==> config.mk <==
export PLATFORM = sky130hd
export DESIGN_NAME = bbus_seq
export DESIGN_NICKNAME = d
export VERILOG_FILES = /design/src/rtl/bbus_pkg.sv /design/src/rtl/bbus_rr_arb.sv /design/src/rtl/bbus_seq.sv
export SDC_FILE = /design/constraint.sdc
export NUM_CORES = 1
export LEC_CHECK = 0
export ABC_CLOCK_PERIOD_IN_PS = 2100
export CAP_MARGIN = 25
export CORE_ASPECT_RATIO = 0.7
export CORE_MARGIN = 4
export CORE_UTILIZATION = 41
export DETAILED_ROUTE_END_ITERATION = 8
export GPL_ROUTABILITY_DRIVEN = 0
export HOLD_SLACK_MARGIN = 0.08
export PLACE_DENSITY = 0.78
export SETUP_SLACK_MARGIN = 0.15
export SLEW_MARGIN = 20
export SYNTH_ARGS = -nofsm -noshare
export SYNTH_HDL_FRONTEND = slang
export SYNTH_HIERARCHICAL = 1
export SYNTH_SLANG_ARGS = --single-unit
==> constraint.sdc <==
create_clock -name fclk -period 2.1 [get_ports fclk]
set_input_delay 0.21 -clock fclk [delete_from_list [all_inputs] [get_ports fclk]]
set_output_delay 0.21 -clock fclk [all_outputs]
set_load 0.02 [all_outputs]
==> src/rtl/bbus_pkg.sv <==
// ---------------------------------------------------------------------------
// bbus_pkg : shared types and constants for the W5300/SL811 bus sequencer
// Revision : 1.0
// ---------------------------------------------------------------------------
`default_nettype none

package bbus_pkg;

    typedef enum logic [1:0] {
        ST_IDLE   = 2'd0,
        ST_SETUP  = 2'd1,
        ST_STROBE = 2'd2,
        ST_HOLD   = 2'd3
    } state_t;

    localparam logic TGT_W5300 = 1'b0;
    localparam logic TGT_SL811 = 1'b1;

    localparam int CNT_W = 4;

endpackage

`default_nettype wire

==> src/rtl/bbus_rr_arb.sv <==
// ---------------------------------------------------------------------------
// bbus_rr_arb : two-way round-robin arbiter with last-grant flop
// Revision    : 1.0
// ---------------------------------------------------------------------------
`default_nettype none

module bbus_rr_arb (
    input  logic       fclk,
    input  logic       rst,
    input  logic [1:0] req_i,
    input  logic       advance_i,
    output logic [1:0] grant_o,
    output logic       last_o
);

    logic r_last_q;
    logic r_last_d;

    // On a tie the requester not granted last wins; reset value 1 favours r0.
    always_comb begin
        grant_o = 2'b00;
        case (req_i)
            2'b01:   grant_o = 2'b01;
            2'b10:   grant_o = 2'b10;
            2'b11:   grant_o = r_last_q ? 2'b01 : 2'b10;
            default: grant_o = 2'b00;
        endcase
    end

    always_comb begin
        r_last_d = r_last_q;
        if (advance_i && (grant_o != 2'b00)) begin
            r_last_d = grant_o[1];
        end
    end

    always_ff @(posedge fclk) begin
        if (rst) begin
            r_last_q <= 1'b1;
        end else begin
            r_last_q <= r_last_d;
        end
    end

    assign last_o = r_last_q;

endmodule

`default_nettype wire

==> src/rtl/bbus_seq.sv <==
// ---------------------------------------------------------------------------
// bbus_seq : setup/strobe/hold sequencer for the shared W5300/SL811 bus
// Revision : 1.0
// ---------------------------------------------------------------------------
`default_nettype none

module bbus_seq
    import bbus_pkg::*;
#(
    parameter int SETUP    = 2,
    parameter int STROBE_W = 4,
    parameter int STROBE_S = 3,
    parameter int HOLD     = 1
) (
    input  logic       fclk,
    input  logic       rst,
    input  logic       r0_req,
    input  logic       r0_rnw,
    input  logic       r0_tgt,
    input  logic [9:0] r0_addr,
    input  logic [7:0] r0_wdata,
    output logic       r0_ack,
    input  logic       r1_req,
    input  logic       r1_rnw,
    input  logic       r1_tgt,
    input  logic [9:0] r1_addr,
    input  logic [7:0] r1_wdata,
    output logic       r1_ack,
    output logic [7:0] rdata,
    output logic [9:0] w5300_addr,
    output logic       w5300_cs_n,
    output logic       sl811_a0,
    output logic       sl811_cs_n,
    output logic       brd_n,
    output logic       bwr_n,
    output logic [7:0] bd_out,
    output logic       bd_oe,
    input  logic [7:0] bd_in,
    output logic       busy
);

    localparam logic [CNT_W-1:0] c_SETUP_LD = CNT_W'(SETUP - 1);
    localparam logic [CNT_W-1:0] c_STW_LD   = CNT_W'(STROBE_W - 1);
    localparam logic [CNT_W-1:0] c_STS_LD   = CNT_W'(STROBE_S - 1);
    localparam logic [CNT_W-1:0] c_HOLD_LD  = CNT_W'(HOLD - 1);

    state_t             state_q, state_d;
    logic [CNT_W-1:0]   cnt_q, cnt_d;
    logic               rnw_q, rnw_d;
    logic               tgt_q, tgt_d;
    logic [9:0]         addr_q, addr_d;
    logic [7:0]         wdata_q, wdata_d;

    logic               r0_ack_q, r0_ack_d;
    logic               r1_ack_q, r1_ack_d;
    logic [7:0]         rdata_q, rdata_d;
    logic [9:0]         w5300_addr_q, w5300_addr_d;
    logic               w5300_cs_n_q, w5300_cs_n_d;
    logic               sl811_a0_q, sl811_a0_d;
    logic               sl811_cs_n_q, sl811_cs_n_d;
    logic               brd_n_q, brd_n_d;
    logic               bwr_n_q, bwr_n_d;
    logic [7:0]         bd_out_q, bd_out_d;
    logic               bd_oe_q, bd_oe_d;
    logic               busy_q, busy_d;

    logic [1:0]         w_grant;
    logic               w_last;
    logic               w_advance;

    bbus_rr_arb u_arb (
        .fclk      (fclk),
        .rst       (rst),
        .req_i     ({r1_req, r0_req}),
        .advance_i (w_advance),
        .grant_o   (w_grant),
        .last_o    (w_last)
    );

    // Phase sequencing; each phase counter is loaded with its length minus one.
    always_comb begin
        state_d   = state_q;
        cnt_d     = cnt_q;
        rnw_d     = rnw_q;
        tgt_d     = tgt_q;
        addr_d    = addr_q;
        wdata_d   = wdata_q;
        w_advance = 1'b0;
        case (state_q)
            ST_IDLE: begin
                if (r0_req || r1_req) begin
                    w_advance = 1'b1;
                    state_d   = ST_SETUP;
                    cnt_d     = c_SETUP_LD;
                    if (w_grant[0]) begin
                        rnw_d   = r0_rnw;
                        tgt_d   = r0_tgt;
                        addr_d  = r0_addr;
                        wdata_d = r0_wdata;
                    end else begin
                        rnw_d   = r1_rnw;
                        tgt_d   = r1_tgt;
                        addr_d  = r1_addr;
                        wdata_d = r1_wdata;
                    end
                end
            end
            ST_SETUP: begin
                if (cnt_q == '0) begin
                    state_d = ST_STROBE;
                    cnt_d   = (tgt_q == TGT_SL811) ? c_STS_LD : c_STW_LD;
                end else begin
                    cnt_d = cnt_q - 1'b1;
                end
            end
            ST_STROBE: begin
                if (cnt_q == '0) begin
                    state_d = ST_HOLD;
                    cnt_d   = c_HOLD_LD;
                end else begin
                    cnt_d = cnt_q - 1'b1;
                end
            end
            ST_HOLD: begin
                if (cnt_q == '0) begin
                    state_d = ST_IDLE;
                end else begin
                    cnt_d = cnt_q - 1'b1;
                end
            end
            default: state_d = ST_IDLE;
        endcase
    end

    // Outputs are derived from the next state so every pin comes straight off a flop.
    always_comb begin
        busy_d       = (state_d != ST_IDLE);
        w5300_cs_n_d = !(busy_d && (tgt_d == TGT_W5300));
        sl811_cs_n_d = !(busy_d && (tgt_d == TGT_SL811));
        bd_oe_d      = busy_d && !rnw_d;
        brd_n_d      = !((state_d == ST_STROBE) && rnw_d);
        bwr_n_d      = !((state_d == ST_STROBE) && !rnw_d);
        w5300_addr_d = w5300_addr_q;
        sl811_a0_d   = sl811_a0_q;
        bd_out_d     = bd_out_q;
        rdata_d      = rdata_q;
        r0_ack_d     = 1'b0;
        r1_ack_d     = 1'b0;
        if (w_advance) begin
            if (tgt_d == TGT_W5300) begin
                w5300_addr_d = addr_d;
            end else begin
                sl811_a0_d = addr_d[0];
            end
            if (!rnw_d) begin
                bd_out_d = wdata_d;
            end
        end
        if ((state_q == ST_STROBE) && (cnt_q == '0)) begin
            if (rnw_q) begin
                rdata_d = bd_in;
            end
            // The arbiter's last-grant flop names the requester in flight.
            r0_ack_d = !w_last;
            r1_ack_d = w_last;
        end
    end

    always_ff @(posedge fclk) begin
        if (rst) begin
            state_q      <= ST_IDLE;
            cnt_q        <= '0;
            rnw_q        <= 1'b1;
            tgt_q        <= TGT_W5300;
            addr_q       <= '0;
            wdata_q      <= '0;
            r0_ack_q     <= 1'b0;
            r1_ack_q     <= 1'b0;
            rdata_q      <= '0;
            w5300_addr_q <= '0;
            w5300_cs_n_q <= 1'b1;
            sl811_a0_q   <= 1'b0;
            sl811_cs_n_q <= 1'b1;
            brd_n_q      <= 1'b1;
            bwr_n_q      <= 1'b1;
            bd_out_q     <= '0;
            bd_oe_q      <= 1'b0;
            busy_q       <= 1'b0;
        end else begin
            state_q      <= state_d;
            cnt_q        <= cnt_d;
            rnw_q        <= rnw_d;
            tgt_q        <= tgt_d;
            addr_q       <= addr_d;
            wdata_q      <= wdata_d;
            r0_ack_q     <= r0_ack_d;
            r1_ack_q     <= r1_ack_d;
            rdata_q      <= rdata_d;
            w5300_addr_q <= w5300_addr_d;
            w5300_cs_n_q <= w5300_cs_n_d;
            sl811_a0_q   <= sl811_a0_d;
            sl811_cs_n_q <= sl811_cs_n_d;
            brd_n_q      <= brd_n_d;
            bwr_n_q      <= bwr_n_d;
            bd_out_q     <= bd_out_d;
            bd_oe_q      <= bd_oe_d;
            busy_q       <= busy_d;
        end
    end

    assign r0_ack     = r0_ack_q;
    assign r1_ack     = r1_ack_q;
    assign rdata      = rdata_q;
    assign w5300_addr = w5300_addr_q;
    assign w5300_cs_n = w5300_cs_n_q;
    assign sl811_a0   = sl811_a0_q;
    assign sl811_cs_n = sl811_cs_n_q;
    assign brd_n      = brd_n_q;
    assign bwr_n      = bwr_n_q;
    assign bd_out     = bd_out_q;
    assign bd_oe      = bd_oe_q;
    assign busy       = busy_q;

endmodule

`default_nettype wire

; Word level (Yosys, flattened, before mapping)
; Cells that the tools add are included.
[totals]
reg_bits = 62
in_bits = 52
output_inout_bits = 35
wordCells = 83
[classes]
add_sub_neg = 1
eq_ne = 9
muxes = 27
bitwise = 3
reduce_logical = 24
[op_table]
columns = op, count
row1 = 10-bit two-way mux, 3
row2 = 8-bit two-way mux, 3
row3 = 4-bit two-way mux, 4
row4 = 4-bit one-hot mux with 4 select lines, 1
row5 = 2-bit equality test (second input constant), 5
row6 = 2-bit two-way mux, 5
row7 = 2-bit AND reduction, 5
row8 = 1-bit two-way mux, 9
row9 = 2-bit one-hot mux with 4 select lines, 1
row10 = 1-bit logical AND, 7
row11 = 1-bit zero test, 6
row12 = 2-bit one-hot mux with 3 select lines, 1
row13 = 2-bit by 1-bit equality test with 1-bit output (second input constant), 2
row14 = 4-bit zero test, 1
row15 = 2-bit != test (second input constant), 2
row16 = 2-bit nonzero test, 2
row17 = 4-bit by 1-bit subtractor with 4-bit output (second input constant), 1
row18 = 1-bit inverter, 3
row19 = 2-bit zero test, 1
row20 = 2-bit OR reduction, 1
row21 = 1-bit logical OR, 1

; Logic depth before layout (Yosys ltp)
; Gate-level depths: netlist of the first run.
[logic_depth]
ltp_word = 8
depth_mapped = 8
depth_no_buf = 6

; Hierarchy
; The synthesis of the first run kept the hierarchy.
[modules_own_cells]
columns = mod, n_inst, cells_each, area_per_inst_um2, seq_area_each_um2
row1 = bbus_seq, 1, 193, 1935.6, 860.8
row2 = bbus_rr_arb, 1, 7, 61.3, 20.0

; Worst setup path after synthesis of the first run
; No wires, ideal clock.
[synth_timing]
path_type = flip-flop to flip-flop
start = reg u_arb.r_last_q, in the netlist u_arb/last_o
end = reg w5300_addr_q[0], in the netlist w5300_addr[0]
setup_ns = 0.138
arrival_ns = 1.660
required_ns = 1.962
path_slack_ns = 0.302
path_stages_with_launch = 8
path_buffers = 2
synth_period_minus_slack_ns = 1.798
cell_sequence = dfxtp_1 > inv_1 > a21boi_0 > buf_4 > mux2i_1 > and3_1 > buf_2 > a211oi_2
[synth_between]
elab_chain_cells = 7
word_cells_on_any_way = 10
cone_classes = 8 x mux / 1 x bitwise / 1 x reduce/logical
[synth_rtl]
columns = element, line_no
row1 = from (decl), bbus_rr_arb.sv:16  ; logic r_last_q;
row2 = from (signal assigned), bbus_rr_arb.sv:41  ; r_last_q <= r_last_d;
row3 = 2-bit two-way mux *, bbus_rr_arb.sv:25  ; 2'b11: grant_o = r_last_q ? 2'b01 : 2'b10;
row4 = 2-bit one-hot mux with 3 select lines *, bbus_rr_arb.sv:22  ; case (req_i)
row5 = via w_grant[0], bbus_seq.sv:67  ; logic [1:0] w_grant;
row6 = 1-bit two-way mux, bbus_seq.sv:95  ; if (w_grant[0]) begin
row7 = 1-bit two-way mux, bbus_seq.sv:91  ; if (r0_req || r1_req) begin
row8 = 1-bit two-way mux, bbus_seq.sv:89  ; case (state_q)
row9 = 1-bit inverter (no line), --
row10 = 2-bit AND reduction (no line), --
row11 = to (signal assigned), bbus_seq.sv:199  ; w5300_addr_q <= w5300_addr_d;
row12 = to (decl), bbus_seq.sv:57  ; logic [9:0] w5300_addr_q, w5300_addr_d;
; Mark *: on every way through the listed nets, which the timed path passes. The rest lies on a longest branch.
; A chain may end at the register's enable or synchronous reset.

; Final worst setup path of the first run
[layout_timing]
start = reg cnt_q[0]
end = reg cnt_q[2]
[layout_between]
elab_chain_cells = 3
word_cells_on_any_way = 8
cone_classes = 1 x add/sub / 1 x eq/ne / 4 x mux / 2 x reduce/logical
[layout_rtl]
columns = element, line_no
row1 = from (decl), bbus_seq.sv:48  ; logic [CNT_W-1:0] cnt_q, cnt_d;
row2 = from (signal assigned), bbus_seq.sv:191  ; cnt_q <= cnt_d;
row3 = 4-bit by 1-bit subtractor with 4-bit output / 4-bit zero test (equally long branches), --
row4 = "4-bit two-way mux, or another cell as far along", bbus_seq.sv:125  ; if (cnt_q == '0) begin
row5 = 4-bit one-hot mux with 4 select lines / 2-bit AND reduction (equally long branches), --
; Several ways; a longest one is shown, not always the timed one. The select of a mux whose other input is x is not followed.

==> results of run 1 <==
[through the flow]
step	hold slack [ns]	std cells
6_report	0.308	345
5_1_grt	0.310	345
4_1_cts	0.303	345
3_5_place_dp	0.485	337
3_3_place_gp	0.472	337
2_1_floorplan	0.320	199
[sequential cells by signal, indices dropped and copies added, names as in the netlist, 2 cells and up]
register	flops
w5300_addr	10
bd_out	8
state_q	2
rdata	8
cnt_q	4
[worst register-to-register path, stage by stage, from the launching register on]
cell       delay [ns]
dfxtp_1          0.38
inv_1            0.07
ha_1             0.25
nor3b_2          0.20
a311oi_2         0.29
xnor2_1          0.11
a2111oi_2        0.34
[power by group through the flow]
stage / sequential [mW] / clock (mW) / combinational, mW
3_3_place_gp: 1.24 / 0 / 1.66
6_report: 1.23 / 0.536 / 1.70
5_1_grt: 1.26 / 0.592 / 1.85
2_1_floorplan: 1.36 / 0 / 0.956
4_1_cts: 1.23 / 0.553 / 1.70
3_5_place_dp: 1.25 / 0 / 1.70
[cell type report]
type                    instances  area, um^2
clock buffers                   6        82.6
clock inverters                 2        10.0
fillers                       355        1470
inverters                       7        26.3
multi-input cells             132        1000
flip-flops and latches         44         881
well taps                      55        68.8
repair buffers                 99         966
[per-layer routing]
metal  track usage [%]  up-vias
met5                 0        -
met4              7.33        0
met3              4.32        6
met2              28.4       37
met1              23.1      829
li1                  -      882
[timing repair]
| action | in CTS | in global routing |
|---|---|---|
| endpoints found under the setup margin | 0 | 3 |
| gates resized for setup | 0 | 1 |
| endpoints found under the hold margin | 0 | 0 |
| setup buffers | 0 | 0 |
[layout by cell type (no fill, tap or decap), drive strengths merged]
| master | count |
|---|---|
| a2111oi | 1 |
| a211oi | 12 |
| a21boi | 1 |
| a21oi | 9 |
| a2bb2oi | 1 |
| a311oi | 5 |
| a31oi | 1 |
| and2 | 1 |
| and3 | 3 |
| buf | 14 |
| clkbuf | 6 |
| clkdlybuf4s50 | 85 |
| clkinv | 2 |
| dfxtp | 44 |
| ha | 1 |
| inv | 7 |
| mux2 | 4 |
| mux2i | 28 |
| nand2 | 6 |
| nand2b | 3 |
| nand3 | 1 |
| nand4bb | 1 |
| nor2 | 31 |
| nor2b | 1 |
| nor3 | 5 |
| nor3b | 2 |
| nor4 | 2 |
| o21ai | 4 |
| o21bai | 2 |
| o22ai | 1 |
| o32ai | 1 |
| or2 | 2 |
| or3b | 1 |
| xnor2 | 2 |
[worst max path at each step]
stage	slack, ns	to	start	cells after the start
floorplan	0.32	w5300_addr[0]	u_arb/last_o	7
global placement	0.15	w5300_addr[6]	r0_req	7
detailed placement	-0.002	w5300_addr[8]	r0_req	7
CTS	0.28	w5300_addr[3]	u_arb/last_o	7
global route	0.18	w5300_addr[8]	u_arb/last_o	7
finish	0.36	cnt_q[2]	cnt_q[0]	6
==> flow_metrics.tcl, run 1 <==
set metrics [dict create \
    swShare_pct 37.8 \
    regToRegSetupSlack_ns 0.36 \
    viasPerCell 5.08 \
    finalCriticalPeriod_ns 1.74 \
    antenna_found_initial 0 \
    drtIter0Drc 71 \
    ir_drop_v 0.000470 \
    dr_wl_met2_mm 2.36 \
    outcome "finished clean" \
    startpoint_type "flop" \
    drt-met1-wl_mm 2.40 \
    path_class "reg2reg" \
    max_freq_mhz 573 \
    hold_buffers 0 \
    fin_util_pct 67.4 \
    crit_path_end_kind "flop" \
    wl_per_cell_um 14.7 \
    worstPathArrival_ns 1.93 \
    ant_nets 0 \
    die_h_um 66.3 \
    cp_slowest_cell "dfxtp_1" \
    hpwl_mm 3.99 \
    finalHoldViolCount 0 \
    reg2reg_to "cnt_q[2]" \
    dr.pass1.iters 4 \
    cts_buffers 5 \
    cts_root_buf "clkbuf_8" \
    min_path_type "in2reg" \
    finClkSkew_ns 0.00293 \
    fin_crit_sh_pct 83.1 \
    drv_cap 0 \
    slowest_delay_ns 0.38 \
    start_util_pct 44.2 \
    post-place-ws_ns -0.00228 \
    slew_viol_final 0 \
    cts_tree "yes" \
    syn_to_final_growth_pct 52.7 \
    dieArea_um2 6050 \
    synth.avg_cell_area_um2 10.0 \
    leakagePower_nw 1.18 \
    seqPwrFrac_pct 35.5 \
    drive_above_1_share_pct 16.2 \
    cp_max_fo 5 \
    num_io_pins 87 \
    power.density_nw_per_um2 1140 \
    grt_pass1_wl_mm 8.45 \
    design_power_total_mw 3.47 \
    r2r_cells 6 \
    clockBufferDepth 2 \
    min_to "rdata[4]" \
    design_area_um2 3040 \
    port-buffer-count 86 \
    n_antenna_cell 0 \
    num_vias 1754 \
    grt_max_degree 23 \
    wl_met3_um 232 \
    fin_tns_setup_ns 0 \
    core_um2 4500 \
    cp.required_ns 2.29 \
    p_clk_share_pct 15.5 \
    syn_nets 252 \
    postPlaceCellArea_um2 2940 \
    drt-total-wl_mm 5.09 \
    r2r_start "cnt_q[0]" \
    htree_levels 2 \
    grt_setup_unrepaired "no" \
    hold_start "rst" \
    synth_area_um2 1990 \
    p_int_mw 2.16 \
    cp_cell_sequence "inv_1 > ha_1 > nor3b_2 > a311oi_2 > xnor2_1 > a2111oi_2" \
    overflow 0 \
    synthCells 199 \
    nets 342 \
    rows 20 \
    holdPathStages 2 \
    numClockSinks 44 \
    drc 0 \
    clk_latency_ns 0.29 \
    routed.top_layer "met4" \
    cp_num_buf_inv 1 \
    die_w_um 91.3 \
    path_delay_family "compound AO/OA/AOI/OAI gates" \
    grt_pass1_vias 1754 \
    setup_viol 0 \
    tightest_slew_ns 0.482 \
    switchingPower_mw 1.31 \
    power_frac_comb_pct 49.0 \
    clk_pin_slew_worst_paths_ns 0.08 \
    grt.total_usage_pct 17.8 \
    timing.final.ws_setup_ns 0.355 \
    slew_headroom_pct 67.8 \
    yosys_warnings 6 \
]
Note: power is estimated with default switching activity, not from simulation.
==> inputs of run 2 (changes only) <==
ABC_CLOCK_PERIOD_IN_PS = 1400   (was 2100)
CORE_UTILIZATION = 37   (was 41)
PLACE_DENSITY = 0.75   (was 0.78)
clock period = 1.4 ns   (was 2.1 ns; I/O delays follow)
==> run 2 against run 1 <==
The run now ends with setup timing left. Final area up 21%. Via count up 11%. Clock skew up 0.014 ns. Non-clock buffer count up 39. Sequential share of layout area down 4.7 points. Maximum frequency up 13%. Total power up 99%. Core utilization up 2.8 points. Critical endpoint is now bd_out[3].
==> flow_metrics.tcl, run 2 (synthesized netlist as in run 1, its figures left out) <==
set metrics [dict create \
    dr.pass1.iters 4 \
    start_util_pct 38.0 \
    dieArea_um2 6630 \
    clk_latency_ns 0.31 \
    final_cells 401 \
    slew_headroom_pct 74.9 \
    clk_pin_slew_worst_paths_ns 0.09 \
    num_vias 1954 \
    design_power_total_mw 6.88 \
    cp_max_fo 14 \
    holdWs_ns 0.200 \
    drc 0 \
    startpoint_type "flop" \
    design_area_um2 3670 \
    worstPathArrival_ns 1.74 \
    num_io_pins 87 \
    grtUsageMet2_pct 31.7 \
    crit_path_end_kind "flop" \
    drv_cap 0 \
    grt-busiest-layer "met2" \
    drive_above_1_share_pct 39.8 \
    core_um2 5230 \
    cts_root_buf "clkbuf_8" \
    leakagePower_nw 1.56 \
    clockBufferDepth 2 \
    violations "setup timing" \
    htree_levels 2 \
    tightest_slew_ns 0.374 \
    path_class "reg2reg" \
    die_h_um 69.4 \
    postPlaceCellArea_um2 3150 \
    layout_commonest_cell "clkdlybuf4s50_1" \
    cts_buffers 5 \
    fillers 383 \
    largest_reg_flops 10 \
    timing.final.ws_setup_ns -0.149 \
    layout_common_cells "48 x clkdlybuf4s50_1, 39 x dfxtp_1, 37 x dlygate4sd2_1" \
    drtIter0Drc 88 \
    n_antenna_cell 0 \
    dp.cells 373 \
    min_path_type "in2reg" \
    grt_max_degree 19 \
    syn_to_final_growth_pct 84.6 \
    grt_pass1_wl_mm 10.0 \
    max_freq_mhz 645 \
    hpwl_mm 4.17 \
    numClockSinks 44 \
    finalHoldViolCount 0 \
    cts_tree "yes" \
    grt.total_usage_pct 19.3 \
    die_w_um 95.6 \
    grt_setup_unrepaired "yes" \
    finClkSkew_ns 0.0171 \
    antenna_found_initial 0 \
    outcome "complete, but fails checks" \
    ir_drop_v 0.000735 \
    port-buffer-count 86 \
    use_met3_pct 4.56 \
    overflow 0 \
    drt-total-wl_mm 6.38 \
    power.density_nw_per_um2 1870 \
    setup_viol 37 \
    cp.required_ns 1.59 \
    globalRouteMet1Util_pct 24.8 \
    ant_nets 0 \
    rows 22 \
    fin_crit_sh_pct 111 \
    finalCriticalPeriod_ns 1.55 \
    viasPerCell 4.87 \
    wl_per_cell_um 15.9 \
    fin_util_pct 70.2 \
    nets 381 \
    slew_viol_final 0 \
    grt_pass1_vias 2022 \
]
[run 2: repair_timing]
item                                    4_1_cts  5_1_grt
endpoints found under the setup margin       79       44
pin swaps                                    16       11
hold buffers                                  0        0
setup buffers                                14        3
gates cloned                                  3        0
resized for setup                            80       21
[run 2: where the power goes]
group / internal [mW] / leakage [nW] / switching (mW)
Combinational: 2.20 / 1.16 / 1.96
Clock: 0.364 / 0.0452 / 0.489
Sequential: 1.61 / 0.363 / 0.257
[run 2: final timing paths]
kind	startpoint	end	slack, ns	depth (start not counted)
min reg2reg	rdata[5]	rdata[5]	0.50	2
min	rst	rdata[6]	0.20	2
max reg2reg	u_arb/last_o	bd_out[3]	-0.15	6
max	u_arb/last_o	bd_out[3]	-0.15	6
[run 2: through the flow]
| stage | TNS (ns) | setup WS, ns |
|---|---|---|
| detailed placement | -13.44 | -0.536 |
| global route | -6.49 | -0.242 |
| global placement | -12.00 | -0.438 |
| floorplan | -3.03 | -0.140 |
| CTS | -1.90 | -0.0984 |
| finish | -3.43 | -0.149 |
[run 2: routing by layer]
metal  part of all wire [%]  vias to the layer above
met1                     43                      940
met2                     51                       45
met3                    4.5                        7
met5                      0                        -
met4                    1.4                        0
li1                       -                      962
[run 2: critical path: stages (launching register included)]
cell and delay, ns:
dfxtp_2 0.35, inv_2 0.04, a21boi_4 0.19, buf_4 0.29, mux2_2 0.37, mux2i_1 0.14, nor2_1 0.05
[run 2: area by class of cell]
class                           count  area [um^2]  share of cell area [%]
Clock buffer                        5         68.8                    1.87
Clock inverter                      3         25.0                   0.681
Inverter                            7         26.3                   0.716
Multi-Input combinational cell    132         1240                    33.8
Sequential cell                    44          892                    24.3
Tap cell                           72         90.1                    2.45
Timing Repair Buffer              138         1330                    36.1
